## src/rtl/sfm_pkg.sv

```systemverilog
// Shared softmax types and constants; carries the expu pipeline-controller
// tag type and default register count.
package sfm_pkg;

    localparam int unsigned EXPU_CTRL_DEFAULT_NUM_REGS = 3;
    localparam int unsigned EXPU_CTRL_TAG_WIDTH        = 4;

    typedef logic [EXPU_CTRL_TAG_WIDTH-1:0] expu_ctrl_tag_t;

endpackage : sfm_pkg

```

## src/rtl/expu_pipe_stage.sv

```systemverilog
// One handshake stage of the expu controller: valid/tag flop plus the
// ready and load-enable terms for the register it shadows.
module expu_pipe_stage #(
    parameter int unsigned TAG_WIDTH = 4
) (
    input  logic                 clk_i,
    input  logic                 rst_ni,
    input  logic                 clear_i,
    input  logic                 in_v_i,
    input  logic [TAG_WIDTH-1:0] in_t_i,
    input  logic                 rdy_next_i,
    output logic                 rdy_o,
    output logic                 en_o,
    output logic                 v_o,
    output logic [TAG_WIDTH-1:0] tag_o
);

    logic                 v_q;
    logic [TAG_WIDTH-1:0] tag_q;

    // An empty stage accepts even when everything downstream is stalled.
    assign rdy_o = ~v_q | rdy_next_i;
    assign en_o  = in_v_i & rdy_o & ~clear_i;
    assign v_o   = v_q;
    assign tag_o = tag_q;

    // Stage state: flush on clear, otherwise advance whenever ready.
    always_ff @(posedge clk_i or negedge rst_ni) begin
        if (!rst_ni) begin
            v_q   <= 1'b0;
            tag_q <= {TAG_WIDTH{1'b0}};
        end else if (clear_i) begin
            v_q   <= 1'b0;
            tag_q <= {TAG_WIDTH{1'b0}};
        end else if (rdy_o) begin
            v_q <= in_v_i;
            if (in_v_i) begin
                tag_q <= in_t_i;
            end else begin
                tag_q <= tag_q;
            end
        end else begin
            v_q   <= v_q;
            tag_q <= tag_q;
        end
    end

endmodule : expu_pipe_stage

```

## src/rtl/expu_pipe_ctrl.sv

```systemverilog
// Valid/ready controller for the expu register row: per-register enables,
// flush strobe, bubble collapse. Define EXPU_PIPE_CTRL_PERF_EN for the stall counter.
module expu_pipe_ctrl
    import sfm_pkg::*;
#(
    parameter  int unsigned NUM_REGS  = EXPU_CTRL_DEFAULT_NUM_REGS,
    parameter  int unsigned TAG_WIDTH = 4,
    localparam int unsigned CNT_WIDTH = $clog2(NUM_REGS + 1)
) (
    input  logic                 clk_i,
    input  logic                 rst_ni,
    input  logic                 clear_i,
    input  logic                 valid_i,
    output logic                 ready_o,
    input  logic [TAG_WIDTH-1:0] tag_i,
    output logic [NUM_REGS-1:0]  enable_o,
    output logic                 clear_o,
    output logic                 valid_o,
    input  logic                 ready_i,
    output logic [TAG_WIDTH-1:0] tag_o,
    output logic [CNT_WIDTH-1:0] inflight_o,
    output logic                 busy_o,
    output logic [31:0]          perf_stall_o
);

    if (NUM_REGS < 1) begin : g_cfg_check
        $error("expu_pipe_ctrl: NUM_REGS must be at least 1");
    end

    // Index i feeds stage i; index NUM_REGS is the row output.
    logic [NUM_REGS:0]    in_v_s;
    logic [TAG_WIDTH-1:0] in_t_s [NUM_REGS+1];
    logic [NUM_REGS:0]    rdy_s;
    logic                 accept_s;
    logic                 pop_s;
    logic [CNT_WIDTH-1:0] inflight_q;

    assign in_v_s[0]        = valid_i;
    assign in_t_s[0]        = tag_i;
    assign rdy_s[NUM_REGS]  = ready_i;

    for (genvar i = 0; i < NUM_REGS; i++) begin : g_stage
        expu_pipe_stage #(
            .TAG_WIDTH (TAG_WIDTH)
        ) u_stage (
            .clk_i      (clk_i),
            .rst_ni     (rst_ni),
            .clear_i    (clear_i),
            .in_v_i     (in_v_s[i]),
            .in_t_i     (in_t_s[i]),
            .rdy_next_i (rdy_s[i+1]),
            .rdy_o      (rdy_s[i]),
            .en_o       (enable_o[i]),
            .v_o        (in_v_s[i+1]),
            .tag_o      (in_t_s[i+1])
        );
    end

    assign ready_o    = rdy_s[0] & ~clear_i;
    assign clear_o    = clear_i;
    assign valid_o    = in_v_s[NUM_REGS];
    assign tag_o      = in_t_s[NUM_REGS];
    assign accept_s   = valid_i & ready_o;
    assign pop_s      = valid_o & ready_i;
    assign inflight_o = inflight_q;
    assign busy_o     = (inflight_q != {CNT_WIDTH{1'b0}});

    // In-flight count; a simultaneous accept and pop leaves it unchanged.
    always_ff @(posedge clk_i or negedge rst_ni) begin
        if (!rst_ni) begin
            inflight_q <= {CNT_WIDTH{1'b0}};
        end else if (clear_i) begin
            inflight_q <= {CNT_WIDTH{1'b0}};
        end else if (accept_s && !pop_s) begin
            inflight_q <= inflight_q + CNT_WIDTH'(1);
        end else if (!accept_s && pop_s) begin
            inflight_q <= inflight_q - CNT_WIDTH'(1);
        end else begin
            inflight_q <= inflight_q;
        end
    end

`ifdef EXPU_PIPE_CTRL_PERF_EN
    logic [31:0] perf_stall_q;

    // Saturating count of cycles where a result waits on the downstream.
    always_ff @(posedge clk_i or negedge rst_ni) begin
        if (!rst_ni) begin
            perf_stall_q <= 32'd0;
        end else if (clear_i) begin
            perf_stall_q <= 32'd0;
        end else if (valid_o && !ready_i && (perf_stall_q != 32'hFFFF_FFFF)) begin
            perf_stall_q <= perf_stall_q + 32'd1;
        end else begin
            perf_stall_q <= perf_stall_q;
        end
    end

    assign perf_stall_o = perf_stall_q;
`else
    assign perf_stall_o = 32'd0;
`endif

endmodule : expu_pipe_ctrl

```

## config.mk

```make
export PLATFORM = sky130hd
export DESIGN_NAME = expu_pipe_ctrl
export DESIGN_NICKNAME = d
export VERILOG_FILES = /design/src/rtl/sfm_pkg.sv /design/src/rtl/expu_pipe_stage.sv /design/src/rtl/expu_pipe_ctrl.sv
export SDC_FILE = /design/constraint.sdc
export NUM_CORES = 1
export LEC_CHECK = 0
export ABC_CLOCK_PERIOD_IN_PS = 1500
export BUFFER_PORTS_ARGS = -buffer_cell sky130_fd_sc_hd__buf_2
export CAP_MARGIN = 30
export CORE_MARGIN = 2
export CORE_UTILIZATION = 41
export CTS_CLUSTER_DIAMETER = 50
export DETAILED_ROUTE_END_ITERATION = 8
export PLACE_DENSITY = 0.79
export SKIP_LAST_GASP = 1
export SLEW_MARGIN = 20
export SYNTH_ARGS = -nofsm -noshare
export SYNTH_HDL_FRONTEND = slang
export SYNTH_SLANG_ARGS = --single-unit
```

## constraint.sdc

```tcl
create_clock -name clk_i -period 1.5 [get_ports clk_i]
set_clock_uncertainty 0.2 [all_clocks]
set_input_delay 0.3 -clock clk_i [delete_from_list [all_inputs] [get_ports clk_i]]
set_output_delay 0.3 -clock clk_i [all_outputs]
set_load 0.01 [all_outputs]
```

======== Word level (Yosys, flattened, before mapping) ========
Index checks and enable logic that the tools add are counted.
word-level totals
  bits in registers ....................... 17
cells by class
  $add $sub $neg .......................... 2
  multiplexer cells ....................... 18
  bitwise logic cells ..................... 16
  reduce and logical (&&, ||, !) cells .... 15
operators by type and width
  operator                                           count
  two-way mux 4 bit                                  9
  nonzero test 2 bit                                 7
  bitwise AND 1 bit                                  9
  two-way mux 1 bit                                  6
  two-way mux 2 bit                                  3
  AND reduction 2 bit                                3
  NOT 1 bit                                          4
  bitwise OR 1 bit                                   3
  nonzero test 3 bit                                 1
  adder 2 x 1 -> 2 bit (second input constant)       1
  logical AND 1 bit                                  2
  zero test 1 bit                                    2
  subtractor 2 x 1 -> 2 bit (second input constant)  1

======== Longest topological paths before layout ========
  depth after elaboration ................. 11
  depth in mapped cells ................... 4

======== By module ========
From an unflattened synthesis, not the netlist that was laid out.
unflattened totals
  cell total of the unflattened synthesis .. 124
  area total of the unflattened synthesis .. 1164.9 sq um
by module, submodules not included
  module           instances  cells each  area each (sq um)  seq. area each (sq um)
  expu_pipe_stage  3          24          251.5              125.1
  expu_pipe_ctrl   1          52          410.4              50.0

======== Worst setup path after synthesis ========
No wires, ideal clock.
  kind .................................... reg2reg
  start point ............................. reg g_stage[2].u_stage.v_q
  end point ............................... reg inflight_q[1] (netlist: inflight_o[1])
  setup time .............................. 0.125 ns
  arrival ................................. 1.230 ns
  setup slack ............................. -0.055 ns
  cell stages (with the launch flop) ...... 5
  path buffers ............................ 1
  period minus slack after synthesis ...... 1.555 ns
  cell sequence ........................... dfrtp_1 buf_2 and4bb_1 a31oi_2 mux2_4
between the ends
  cells in the longest elaborated chain, start to end .. 9
  elaborated cells on any way between the ends .. 14
  those cells by class .................... mux: 2; bitwise: 7; reduce/logical: 5
ends and longest elaborated chain
  what                                                     line                                        source
  from (decl)                                              expu_pipe_stage.sv:18                       logic v_q;
  from (signal assigned)                                   expu_pipe_stage.sv:36                       v_q <= in_v_i;
  from (signal assigned)                                   expu_pipe_stage.sv:43                       v_q <= v_q;
  NOT 1 bit                                                expu_pipe_stage.sv:22                       assign rdy_o = ~v_q | rdy_next_i;
  bitwise OR 1 bit (3 in series)                           expu_pipe_stage.sv:22
  bitwise AND 1 bit                                        expu_pipe_ctrl.sv:59                        assign ready_o = rdy_s[0] & ~clear_i;
  bitwise AND 1 bit                                        expu_pipe_ctrl.sv:63                        assign accept_s = valid_i & ready_o;
  logical AND 1 bit or zero test 1 bit (tied branches)     expu_pipe_ctrl.sv:74, expu_pipe_ctrl.sv:76
  two-way mux 2 bit or logical AND 1 bit (tied branches)   expu_pipe_ctrl.sv:74, expu_pipe_ctrl.sv:76
  two-way mux 2 bit or nonzero test 3 bit (tied branches)  --
  to (signal assigned)                                     expu_pipe_ctrl.sv:71                        inflight_q <= {CNT_WIDTH{1'b0}};
  to (signal assigned)                                     expu_pipe_ctrl.sv:73                        inflight_q <= {CNT_WIDTH{1'b0}};
  to (signal assigned)                                     expu_pipe_ctrl.sv:75                        inflight_q <= inflight_q + CNT_WIDTH'(1);
  to (decl)                                                expu_pipe_ctrl.sv:36                        logic [CNT_WIDTH-1:0] inflight_q;
Parallel ways exist; a longest one is shown, timed or not.
A chain may end at the register's enable or synchronous reset.

======== Worst setup path after layout ========
  start point ............................. reg g_stage[2].u_stage.v_q
  end point ............................... out ready_o
between the ends
  cells in the longest elaborated chain, start to end .. 5
ends and longest elaborated chain
  what                            line                   source
  NOT 1 bit                       expu_pipe_stage.sv:22
  bitwise OR 1 bit (3 in series)  expu_pipe_stage.sv:22
  bitwise AND 1 bit               expu_pipe_ctrl.sv:59
  to (decl)                       expu_pipe_ctrl.sv:14   output logic ready_o,
No other way between the ends.

==> results.py <==
metrics = {
    "finish": {
        "synthToLayoutAreaGrowth_pct": 22.0,
        "final_nets": 174,
        "fill_cells": 243,
        "n_antenna_cell": 0,
        "final-seq-area_um2": 428,
        "multi_input_area_um2": 523,
        "drive_above_1_share": 0.360,
    },
    "placed_design": {
        "io_buffers": 21,
        "dp_hpwl_um": 1580,
        "routabilityCongestion": 0.769,
    },
    "run": {
        "cap_viol_max_count": 0,
    },
    "synth": {
        "netlist-cell-type-count": 29,
        "syn-instance-count": 124,
        "postSynthAreaPerCell_um2": 9.02,
        "ys_ff_latch": 17,
        "synthFlopType": "dfrtp_1",
        "async_flop_share": 1.00,
        "netlist_area_um2": 1120,
        "synth-edff-count": 0,
        "yosysWarnings": 0,
        "ys_seq_area_frac": 0.380,
    },
    "power": {
        "clkPwrFrac": 0.269,
        "share_comb_of_total_power": 0.223,
        "p_seq_frac": 0.508,
        "vdd_ir_drop_max_uv": 533,
        "p_int_mw": 0.675,
        "p_sw_mw": 0.283,
        "total_power_mw": 0.958,
        "swShare": 0.296,
        "leakage_nw": 0.723,
        "p_per_area_nw_per_um2": 702,
    },
    "setup_path": {
        "ff2ff_setup_slack_ps": -160,
        "cp.arrival_ps": 1250,
        "r2r-start": "g_stage[2].u_stage.v_o",
        "cp.required_ps": 1000,
        "cpMaxStageDelayCell": "dfrtp_2",
        "path_cells": "and4b_2 -> nor2_1 -> buf_2",
        "r2r-end": "inflight_o[1]",
        "worst_setup_path_end_kind": "output port",
        "worst_setup_path_start_kind": "register",
        "worstSetupPathType": "register to output port",
        "cpPeakStageDelay_ps": 440,
        "critPathMaxFanout": 5,
        "worstRegToRegCells": 5,
    },
    "min_path": {
        "hold_path_class": "input port to register",
        "worstHoldStart": "tag_i[2]",
        "hold_end": "g_stage[0].u_stage.tag_o[2]",
        "hold_depth": 3,
    },
    "floorplan": {
        "die_h_um": 56.2,
        "coreArea_um2": 2520,
        "dieArea_um2": 3160,
        "num_rows": 18,
        "num_io_pins": 54,
        "start_util": 0.443,
        "die_w_um": 56.2,
    },
    "grt": {
        "antenna_found_initial": 0,
        "grt_pass1_vias": 795,
        "grt_pass1_wl_um": 3510,
        "track_usage": 0.141,
        "overflow": 0,
        "grt_max_degree": 18,
    },
    "drt": {
        "firstDrtPassIters": 4,
        "wire_per_inst_um": 11.5,
        "vias": 916,
        "wirelength_um": 2230,
        "vias_per_cell": 4.72,
        "drc": 0,
        "ant_nets": 0,
        "drt_iter0_drc": 25,
    },
    "sta": {
        "hold_ws_ps": 46.4,
        "finalHoldViolCount": 0,
        "min_period_over_period": 1.17,
        "final-max-slew-violation-count": 0,
        "rsz0062_at_grt": "yes",
        "max_freq_ghz": 0.572,
        "finalSetupViolations": 12,
        "period_needed_ps": 1750,
        "setup_ws_ps": -249,
    },
    "outcome": {
        "violations": "setup timing",
        "status": "finished with violations",
    },
    "clocking": {
        "clockBufferDepth": 2,
        "clkTransAtPathRegs_ps": 110,
        "cts_buffers": 3,
        "clock_latency_ps": 300,
        "htreeDepth": 1,
        "cts_tree": "built",
        "clock-sinks": 17,
        "root_buffer": "clkbuf_4",
    },
}
[timing repair]
action / in CTS / in global routing
pin swaps: 2 / 1
resized for setup: 9 / 8
hold endpoints to repair: 17 / 0
endpoints found under the setup margin: 8 / 15
buffers inserted: 9 / 3
hold buffers: 1 / 0
[routing by layer]
| layer | track usage | up-vias | routed length, µm |
|---|---|---|---|
| li1 | - | 436 | - |
| met1 | 0.168 | 433 | 947 |
| met2 | 0.229 | 40 | 1070 |
| met3 | 0.0419 | 7 | 154 |
| met4 | 0.0748 | 0 | 55 |
| met5 | 0 | - | 0 |
[registers in the layout, indices dropped and copies added (netlist names)]
signal / count
inflight_o: 2
g_stage.u_stage.tag_o: 12
g_stage.u_stage.v_o: 3
[cells in the mapped netlist, types with 2 or more instances]
| cell type | n | area [µm²] |
|---|---|---|
| buf_4 | 37 | 278 |
| dfrtp_1 | 17 | 425 |
| a21oi_1 | 15 | 75.1 |
| nand3_1 | 12 | 60.1 |
| o21ai_0 | 12 | 60.1 |
| inv_1 | 3 | 11.3 |
| nor3_1 | 3 | 15.0 |
| and3b_1 | 2 | 17.5 |
| buf_2 | 2 | 10.0 |
| nor2_1 | 2 | 7.51 |
[worst max-delay path: cells and delay by family, from the launching register on]
| kind | cells | cell delay, ps |
|---|---|---|
| flip-flops | 1 | 440 |
| buffers and inverters | 1 | 140 |
| AND/OR/NAND/NOR | 2 | 370 |
[stage by stage]
stage          utilization  setup WS [ps]  area (µm²)  cells  setup TNS, ps
6_report             0.541           -249        1370    194          -1820
5_1_grt              0.541           -309        1370    194          -2690
4_1_cts              0.517           -249        1310    191          -1980
3_5_place_dp         0.465          -90.1        1170    177           -262
3_3_place_gp         0.465          -41.6        1170    177          -61.9
2_1_floorplan            -          -18.5        1240    155          -31.3
[logic make-up after synthesis]
family,Yosys count,synth area share
muxes,1,0.0134
buffers and inverters,44,0.274
AOI/OAI and AO/OA,31,0.152
other,1,0.00335
and+or+nand+nor,30,0.177
DFF,17,0.380
[final cells by class]
class                           instances  share of cell area
Multi-Input combinational cell         94               0.383
Sequential cell                        17               0.313
Timing Repair Buffer                   46               0.248
Tap cell                               30              0.0275
Clock buffer                            4              0.0192
Inverter                                3             0.00825
[power groups by stage]
stage	combinational, mW	clock (mW)	sequential, mW
3_3_place_gp	0.160	0	0.498
5_1_grt	0.234	0.287	0.489
3_5_place_dp	0.164	0	0.499
4_1_cts	0.197	0.266	0.485
2_1_floorplan	0.171	0	0.497
6_report	0.214	0.258	0.486
[how the worst max path moves through the flow]
stage          cells past startpoint              startpoint  slack (ps)     endpoint
2_1_floorplan                      4  g_stage[2].u_stage.v_o         -20  enable_o[0]
3_3_place_gp                       3  g_stage[2].u_stage.v_o         -40  enable_o[0]
3_5_place_dp                       3  g_stage[2].u_stage.v_o         -90  enable_o[0]
4_1_cts                            3  g_stage[2].u_stage.v_o        -250  enable_o[0]
5_1_grt                            3  g_stage[2].u_stage.v_o        -310  enable_o[1]
6_report                           3  g_stage[2].u_stage.v_o        -250      ready_o
[placed cells by master (no fill, tap or decap)]
| cell type | n |
|---|---|
| buf_6 | 9 |
| and2b_1 | 1 |
| nand4b_4 | 1 |
| nand2b_1 | 1 |
| clkbuf_4 | 3 |
| conb_1 | 32 |
| and4bb_1 | 1 |
| o21ai_0 | 12 |
| dfrtp_2 | 2 |
| a211oi_1 | 1 |
| nor3_2 | 3 |
| inv_1 | 3 |
| nor2_1 | 2 |
| a21boi_0 | 1 |
| dlygate4sd3_1 | 1 |
| or2_4 | 1 |
| o211ai_1 | 1 |
| a31oi_2 | 1 |
| nor3b_1 | 1 |
| nand3_1 | 12 |
| a21oi_1 | 15 |
| mux2_4 | 1 |
| and3b_2 | 1 |
| clkbuf_1 | 1 |
| dfrtp_1 | 15 |
| and2_1 | 1 |
| buf_4 | 19 |
| buf_2 | 17 |
| and3b_1 | 1 |
| nor2b_1 | 1 |
| nand3b_1 | 1 |
| nand2_1 | 1 |
| and4b_2 | 1 |
Note: power is estimated with default switching activity, not from simulation.
